**src/rtl/fetch_if.sv**
```systemverilog
// fetch_if: fetch-stage bus between imem, fetch_stage and decode.
// Ports (signals): imem_addr/imem_rdata (combinational imem read), redirect_valid/redirect_pc
// (jump/branch), instr_valid/instr_ready/instr/instr_pc (decode handshake), halted, fetch_count.
// master = fetch_stage side, slave = imem/decode/controller side.
interface fetch_if #(
    parameter int ADDR_W  = 16,
    parameter int INSTR_W = 16
);
    logic [ADDR_W-1:0]  imem_addr;
    logic [INSTR_W-1:0] imem_rdata;
    logic               redirect_valid;
    logic [ADDR_W-1:0]  redirect_pc;
    logic               instr_valid;
    logic               instr_ready;
    logic [INSTR_W-1:0] instr;
    logic [ADDR_W-1:0]  instr_pc;
    logic               halted;
    logic [15:0]        fetch_count;
    modport master (
        output imem_addr, instr_valid, instr, instr_pc, halted, fetch_count,
        input  imem_rdata, redirect_valid, redirect_pc, instr_ready
    );
    modport slave (
        input  imem_addr, instr_valid, instr, instr_pc, halted, fetch_count,
        output imem_rdata, redirect_valid, redirect_pc, instr_ready
    );
endinterface

```
**src/rtl/fetch_stage.sv**
```systemverilog
// fetch_stage: owns the PC, reads imem, buffers {pc, word} in a small FIFO for decode.
// Ports: clk, rst (async active-high), fch (fetch_if.master: imem read, redirect,
// instr valid/ready handshake, halted status, fetch_count of enqueued words).
module fetch_stage #(
    parameter int                ADDR_W   = 16,
    parameter int                INSTR_W  = 16,
    parameter int                DEPTH    = 2,
    parameter logic [ADDR_W-1:0] RESET_PC = '0,
    parameter logic [6:0]        HALT_OP  = 7'h7F
) (
    input logic      clk,
    input logic      rst,
    fetch_if.master  fch
);
    localparam int PW = $clog2(DEPTH);
    logic [ADDR_W-1:0]  pc_q, pc_d;
    logic [PW:0]        cnt_q, cnt_d;
    logic [PW-1:0]      rd_q, rd_d, wr_q, wr_d;
    logic               halted_q, halted_d;
    logic [15:0]        fcnt_q, fcnt_d;
    logic [INSTR_W-1:0] last_instr_q, last_instr_d;
    logic [ADDR_W-1:0]  last_pc_q, last_pc_d;
    logic [INSTR_W-1:0] buf_instr_q [DEPTH];
    logic [ADDR_W-1:0]  buf_pc_q [DEPTH];
    logic               valid, deq, enq, is_halt;
    assign valid   = cnt_q != '0;
    assign deq     = valid & fch.instr_ready;
    // a full FIFO still accepts a word when the head leaves on the same edge
    assign enq     = ~fch.redirect_valid & ~halted_q & ((cnt_q < (PW+1)'(DEPTH)) | deq);
    assign is_halt = fch.imem_rdata[INSTR_W-1 -: 7] == HALT_OP;
    always_comb begin
        pc_d         = fch.redirect_valid ? fch.redirect_pc : (enq & ~is_halt) ? pc_q + 1'b1 : pc_q;
        cnt_d        = fch.redirect_valid ? '0 : cnt_q + (PW+1)'(enq) - (PW+1)'(deq);
        rd_d         = fch.redirect_valid ? '0 : rd_q + PW'(deq);
        wr_d         = fch.redirect_valid ? '0 : wr_q + PW'(enq);
        halted_d     = fch.redirect_valid ? 1'b0 : halted_q | (enq & is_halt);
        fcnt_d       = fcnt_q + 16'(enq);
        // remember what decode last saw so the outputs hold while the FIFO is empty
        last_instr_d = valid ? buf_instr_q[rd_q] : last_instr_q;
        last_pc_d    = valid ? buf_pc_q[rd_q] : last_pc_q;
    end
    always_ff @(posedge clk or posedge rst) begin
        if (rst) begin
            pc_q         <= RESET_PC;
            cnt_q        <= '0;
            rd_q         <= '0;
            wr_q         <= '0;
            halted_q     <= 1'b0;
            fcnt_q       <= '0;
            last_instr_q <= '0;
            last_pc_q    <= '0;
        end else begin
            pc_q         <= pc_d;
            cnt_q        <= cnt_d;
            rd_q         <= rd_d;
            wr_q         <= wr_d;
            halted_q     <= halted_d;
            fcnt_q       <= fcnt_d;
            last_instr_q <= last_instr_d;
            last_pc_q    <= last_pc_d;
        end
    end
    // storage needs no reset: entries are only visible while counted
    always_ff @(posedge clk) begin
        if (enq) begin
            buf_instr_q[wr_q] <= fch.imem_rdata;
            buf_pc_q[wr_q]    <= pc_q;
        end
    end
    assign fch.imem_addr   = pc_q;
    assign fch.instr_valid = valid;
    assign fch.instr       = valid ? buf_instr_q[rd_q] : last_instr_q;
    assign fch.instr_pc    = valid ? buf_pc_q[rd_q] : last_pc_q;
    assign fch.halted      = halted_q;
    assign fch.fetch_count = fcnt_q;
endmodule

```
**src/flat_wrapper.sv**
```systemverilog
// flat-port wrapper written by rule: the top's interface ports become plain ports
module fetch_stage_flat 
#(
    parameter int                ADDR_W   = 16,
    parameter int                INSTR_W  = 16,
    parameter int                DEPTH    = 2,
    parameter logic [ADDR_W-1:0] RESET_PC = '0,
    parameter logic [6:0]        HALT_OP  = 7'h7F
)
  (clk, rst, fch_imem_addr, fch_instr_valid, fch_instr, fch_instr_pc, fch_halted, fch_fetch_count, fch_imem_rdata, fch_redirect_valid, fch_redirect_pc, fch_instr_ready);
  fetch_if #(.ADDR_W(ADDR_W), .INSTR_W(INSTR_W)) fch_i ();
  input logic clk;
  input logic rst;
  output wire logic [$bits(fch_i.imem_addr)-1:0] fch_imem_addr;
  output wire logic [$bits(fch_i.instr_valid)-1:0] fch_instr_valid;
  output wire logic [$bits(fch_i.instr)-1:0] fch_instr;
  output wire logic [$bits(fch_i.instr_pc)-1:0] fch_instr_pc;
  output wire logic [$bits(fch_i.halted)-1:0] fch_halted;
  output wire logic [$bits(fch_i.fetch_count)-1:0] fch_fetch_count;
  input wire logic [$bits(fch_i.imem_rdata)-1:0] fch_imem_rdata;
  input wire logic [$bits(fch_i.redirect_valid)-1:0] fch_redirect_valid;
  input wire logic [$bits(fch_i.redirect_pc)-1:0] fch_redirect_pc;
  input wire logic [$bits(fch_i.instr_ready)-1:0] fch_instr_ready;
  assign fch_imem_addr = fch_i.imem_addr;
  assign fch_instr_valid = fch_i.instr_valid;
  assign fch_instr = fch_i.instr;
  assign fch_instr_pc = fch_i.instr_pc;
  assign fch_halted = fch_i.halted;
  assign fch_fetch_count = fch_i.fetch_count;
  assign fch_i.imem_rdata = fch_imem_rdata;
  assign fch_i.redirect_valid = fch_redirect_valid;
  assign fch_i.redirect_pc = fch_redirect_pc;
  assign fch_i.instr_ready = fch_instr_ready;
  fetch_stage #(.ADDR_W(ADDR_W), .INSTR_W(INSTR_W), .DEPTH(DEPTH), .RESET_PC(RESET_PC), .HALT_OP(HALT_OP)) u_core (.clk(clk), .rst(rst), .fch(fch_i));
endmodule
```
**config.mk**
```make
export PLATFORM = sky130hd
export DESIGN_NAME = fetch_stage_flat
export DESIGN_NICKNAME = d
export VERILOG_FILES = /design/src/rtl/fetch_if.sv /design/src/rtl/fetch_stage.sv /design/src/flat_wrapper.sv
export SDC_FILE = /design/constraint.sdc
export NUM_CORES = 1
export LEC_CHECK = 0
export ABC_CLOCK_PERIOD_IN_PS = 4420
export CAP_MARGIN = 30
export CORE_UTILIZATION = 47
export CTS_CLUSTER_SIZE = 20
export DETAILED_ROUTE_END_ITERATION = 10
export PLACE_DENSITY = 0.74
export SLEW_MARGIN = 5
export SYNTH_ARGS = -nofsm -noshare
export SYNTH_HDL_FRONTEND = slang
export SYNTH_SLANG_ARGS = --single-unit
```
**constraint.sdc**
```tcl
create_clock -name clk -period 4.42 [get_ports clk]
set_clock_uncertainty 0.05 [all_clocks]
set_input_delay 1.326 -clock clk [delete_from_list [all_inputs] [get_ports clk]]
set_output_delay 1.326 -clock clk [all_outputs]
set_load 0.01 [all_outputs]
```
==> impl_metrics.ini <==
[global_routing]
grt_pass1_vias = 3536
grt.overflow.total = 0
grt_pass1_wl_um = 18000
antenna_found_initial = 0
grt_start_max_net_pins = 54
grt_usage = 0.207

[routing]
antenna_left = 0
num_vias = 3585
via_per_inst = 5.38
routed_wl_um = 11400
drc_errors = 0
drt_iter0_drc = 256
dr.pass1.iters = 4
wl_per_cell_um = 17.1

[placed_design]
dpl-instance-area_um2 = 6560
hpwl_um = 7520
port-buffer-count = 101
place_congestion = 0.799

[setup_path]
setup.worst_path.start = u_core.rd_q$_DFF_PP0_
crit_required_ns = 3.04
critPathMaxFanout = 20
r2r_start = u_core.cnt_q[1]$_DFF_PP0_
critPathLaunchType = flip-flop
crit_path_end_kind = primary output
setup.worst_path.class = reg2out
cp.arrival_ns = 2.36

[sta]
max_freq_mhz = 267
final-setup-viol-count = 0
hold_viol = 0
finalMaxSlewViolations = 0
min_period_ns = 3.74
slew_headroom = 0.384
setup_tns_ns = 0
worst_pin_slew_ns = 0.916
final.period_utilization = 0.846
rsz0062_at_grt = no

[pwr]
leakage_nw = 2.70
pwr-share-seq = 0.386
p_switching_mw = 1.37
p_comb_frac = 0.323
clockPowerShare = 0.291
power_density_nw_per_um2 = 644
switching_share = 0.298
p_int_mw = 3.22
peakVddDrop_uv = 373

[clocking]
clock-sinks = 133
ctsResizeCount = 0
clockRootBuffer = clkbuf_16
insertion_delay_ns = 0.41
cts.htree.levels = 4
path_clk_slew_ns = 0.05
post_cts_buffers = 0
cts_made_buffers = 17
postCtsHoldBufs = 0
clockBufferDepth = 2
cts_tree = done

[synth]
synth_nets = 445
synth_cell_types = 38
netlist_area_um2 = 5340
synthArstFlopShare = 0.519
ys_ff_latch = 133
avgSynthCellArea_um2 = 13.2
syn_inst = 404
yosys_warnings = 0
ys_seq_area_frac = 0.683
synth-main-ff-cell = dfrtp_1
synth-edff-count = 64

[status]
outcome = complete, no violations

[worst_hold_path]
min_path_type = reg2reg
hold_start = u_core.fch.fetch_count[15]$_DFF_PP0_

[die]
rows = 38
design.core.area_um2 = 10900
die_h_um = 109
fp.dieArea_um2 = 11800
io-pin-count = 102
die_w_um = 109
initial_core_util = 0.488

[finish]
area_delta_synth_final_pct = 33.5
drive_gt1_frac = 0.0875
finish.utilization = 0.652
nNetsFinal = 554
postLayoutCellArea_um2 = 7130
num_antenna_cells = 0

[job]
drv_cap = 0
## state kept, by name, indices dropped and copies added (netlist names)
signal and count:
u_core.rd_q 1, u_core.fch.halted 1, u_core.last_instr_q 16, u_core.last_pc_q 16, u_core.buf_instr_q 32, u_core.cnt_q 2
u_core.buf_pc_q 32, u_core.fch.fetch_count 16, u_core.fch.imem_addr 16, u_core.wr_q 1
## layout by cell type (no fill, tap or decap), types with 5 or more instances in the layout
cell type,netlist,layout
a21oi_1,35,35
a31oi_1,9,9
and2_1,5,5
and3_1,5,5
and4_1,5,5
buf_4,0,7
clkbuf_16,0,17
clkbuf_8,0,6
clkdlybuf4s50_1,0,101
dfrtp_1,69,68
edfxtp_1,64,64
ha_1,5,5
inv_1,8,7
mux2i_1,33,33
nand2_1,14,14
nand3_1,13,13
nand4_1,9,9
nor2_1,46,46
o21ai_0,6,6
o311ai_0,5,5
xnor2_1,13,13
xor2_1,5,5
## layout make-up
cell class	instances	area (um2)
fill	815	3810
sequential	133	3650
timing repair buffer	110	1100
clock buffer	27	523
inverter	8	30.0
multi-input combinational	243	1600
clock inverter	5	46.3
tap	140	175
## synth_stat cells, types with 6 or more instances
cell / count / area share
a21oi_1: 35 / 0.033
inv_1: 8 / 0.0056
xnor2_1: 13 / 0.021
dfrtp_1: 69 / 0.32
mux2i_1: 33 / 0.062
nand3_1: 13 / 0.012
clkbuf_1: 17 / 0.012
edfxtp_1: 64 / 0.36
nand2_1: 14 / 0.0098
nand4_1: 9 / 0.011
a31oi_1: 9 / 0.011
o21ai_0: 6 / 0.0056
nor2_1: 46 / 0.032
## layer usage
metal	global-route usage	part of all wire	vias up
li1	-	-	1706
met1	0.278	0.45	1757
met2	0.316	0.48	100
met3	0.0470	0.039	22
met4	0.104	0.023	0
met5	0	0	-
## power by group through the flow
| stage | clock network [mW] | registers [mW] | logic [mW] |
|---|---|---|---|
| floorplan | 0 | 1.74 | 0.752 |
| global placement | 0 | 1.78 | 1.43 |
| detailed placement | 0 | 1.79 | 1.49 |
| CTS | 1.35 | 1.77 | 1.50 |
| global route | 1.41 | 1.81 | 1.62 |
| finish | 1.33 | 1.77 | 1.48 |
## cells by family (layout without fill, tap and decap cells)
kind of cell               count (synthesis)  in the layout  synth area share
AOI/OAI and AO/OA                         65             65            0.0734
xor gates and xnor gates                  18             18            0.0295
adders and majority gates                  5              5            0.0117
buffers and inverters                     28            150            0.0197
DFF                                      133            133             0.683
muxes                                     33             33            0.0619
and+or+nand+nor                          122            122             0.120
## stage by stage
step | cells | power [mW] | hold slack (ns) | setup slack, ns
floorplan | 404 | 2.50 | 0.458 | 0.524
global placement | 633 | 3.21 | 0.412 | 0.908
detailed placement | 634 | 3.29 | 0.423 | 0.844
CTS | 666 | 4.63 | 0.429 | 0.639
global route | 666 | 4.84 | 0.459 | 0.549
finish | 666 | 4.59 | 0.425 | 0.680
## path summary, 6_finish.rpt
check	depth (start not counted)	to	slack (ns)
max in group asynchronous	3	u_core.rd_q$_DFF_PP0_	2.33
worst min-delay path	1	u_core.fch.fetch_count[15]$_DFF_PP0_	0.43
worst min register to register	1	u_core.fch.fetch_count[15]$_DFF_PP0_	0.43
min in group asynchronous	2	u_core.fch.fetch_count[14]$_DFF_PP0_	1.22
worst max-delay path	4	fch_instr_pc[5]	0.68
worst max register to register	7	u_core.fch.fetch_count[8]$_DFF_PP0_	2.17
## worst max-delay path: stages, from the launching register on
cell,delay [ns]
dfrtp_2,0.73
buf_4,0.30
mux2i_1,0.09
a21oi_1,0.24
clkdlybuf4s50_1,0.58
(Power assumes the default switching activity.)
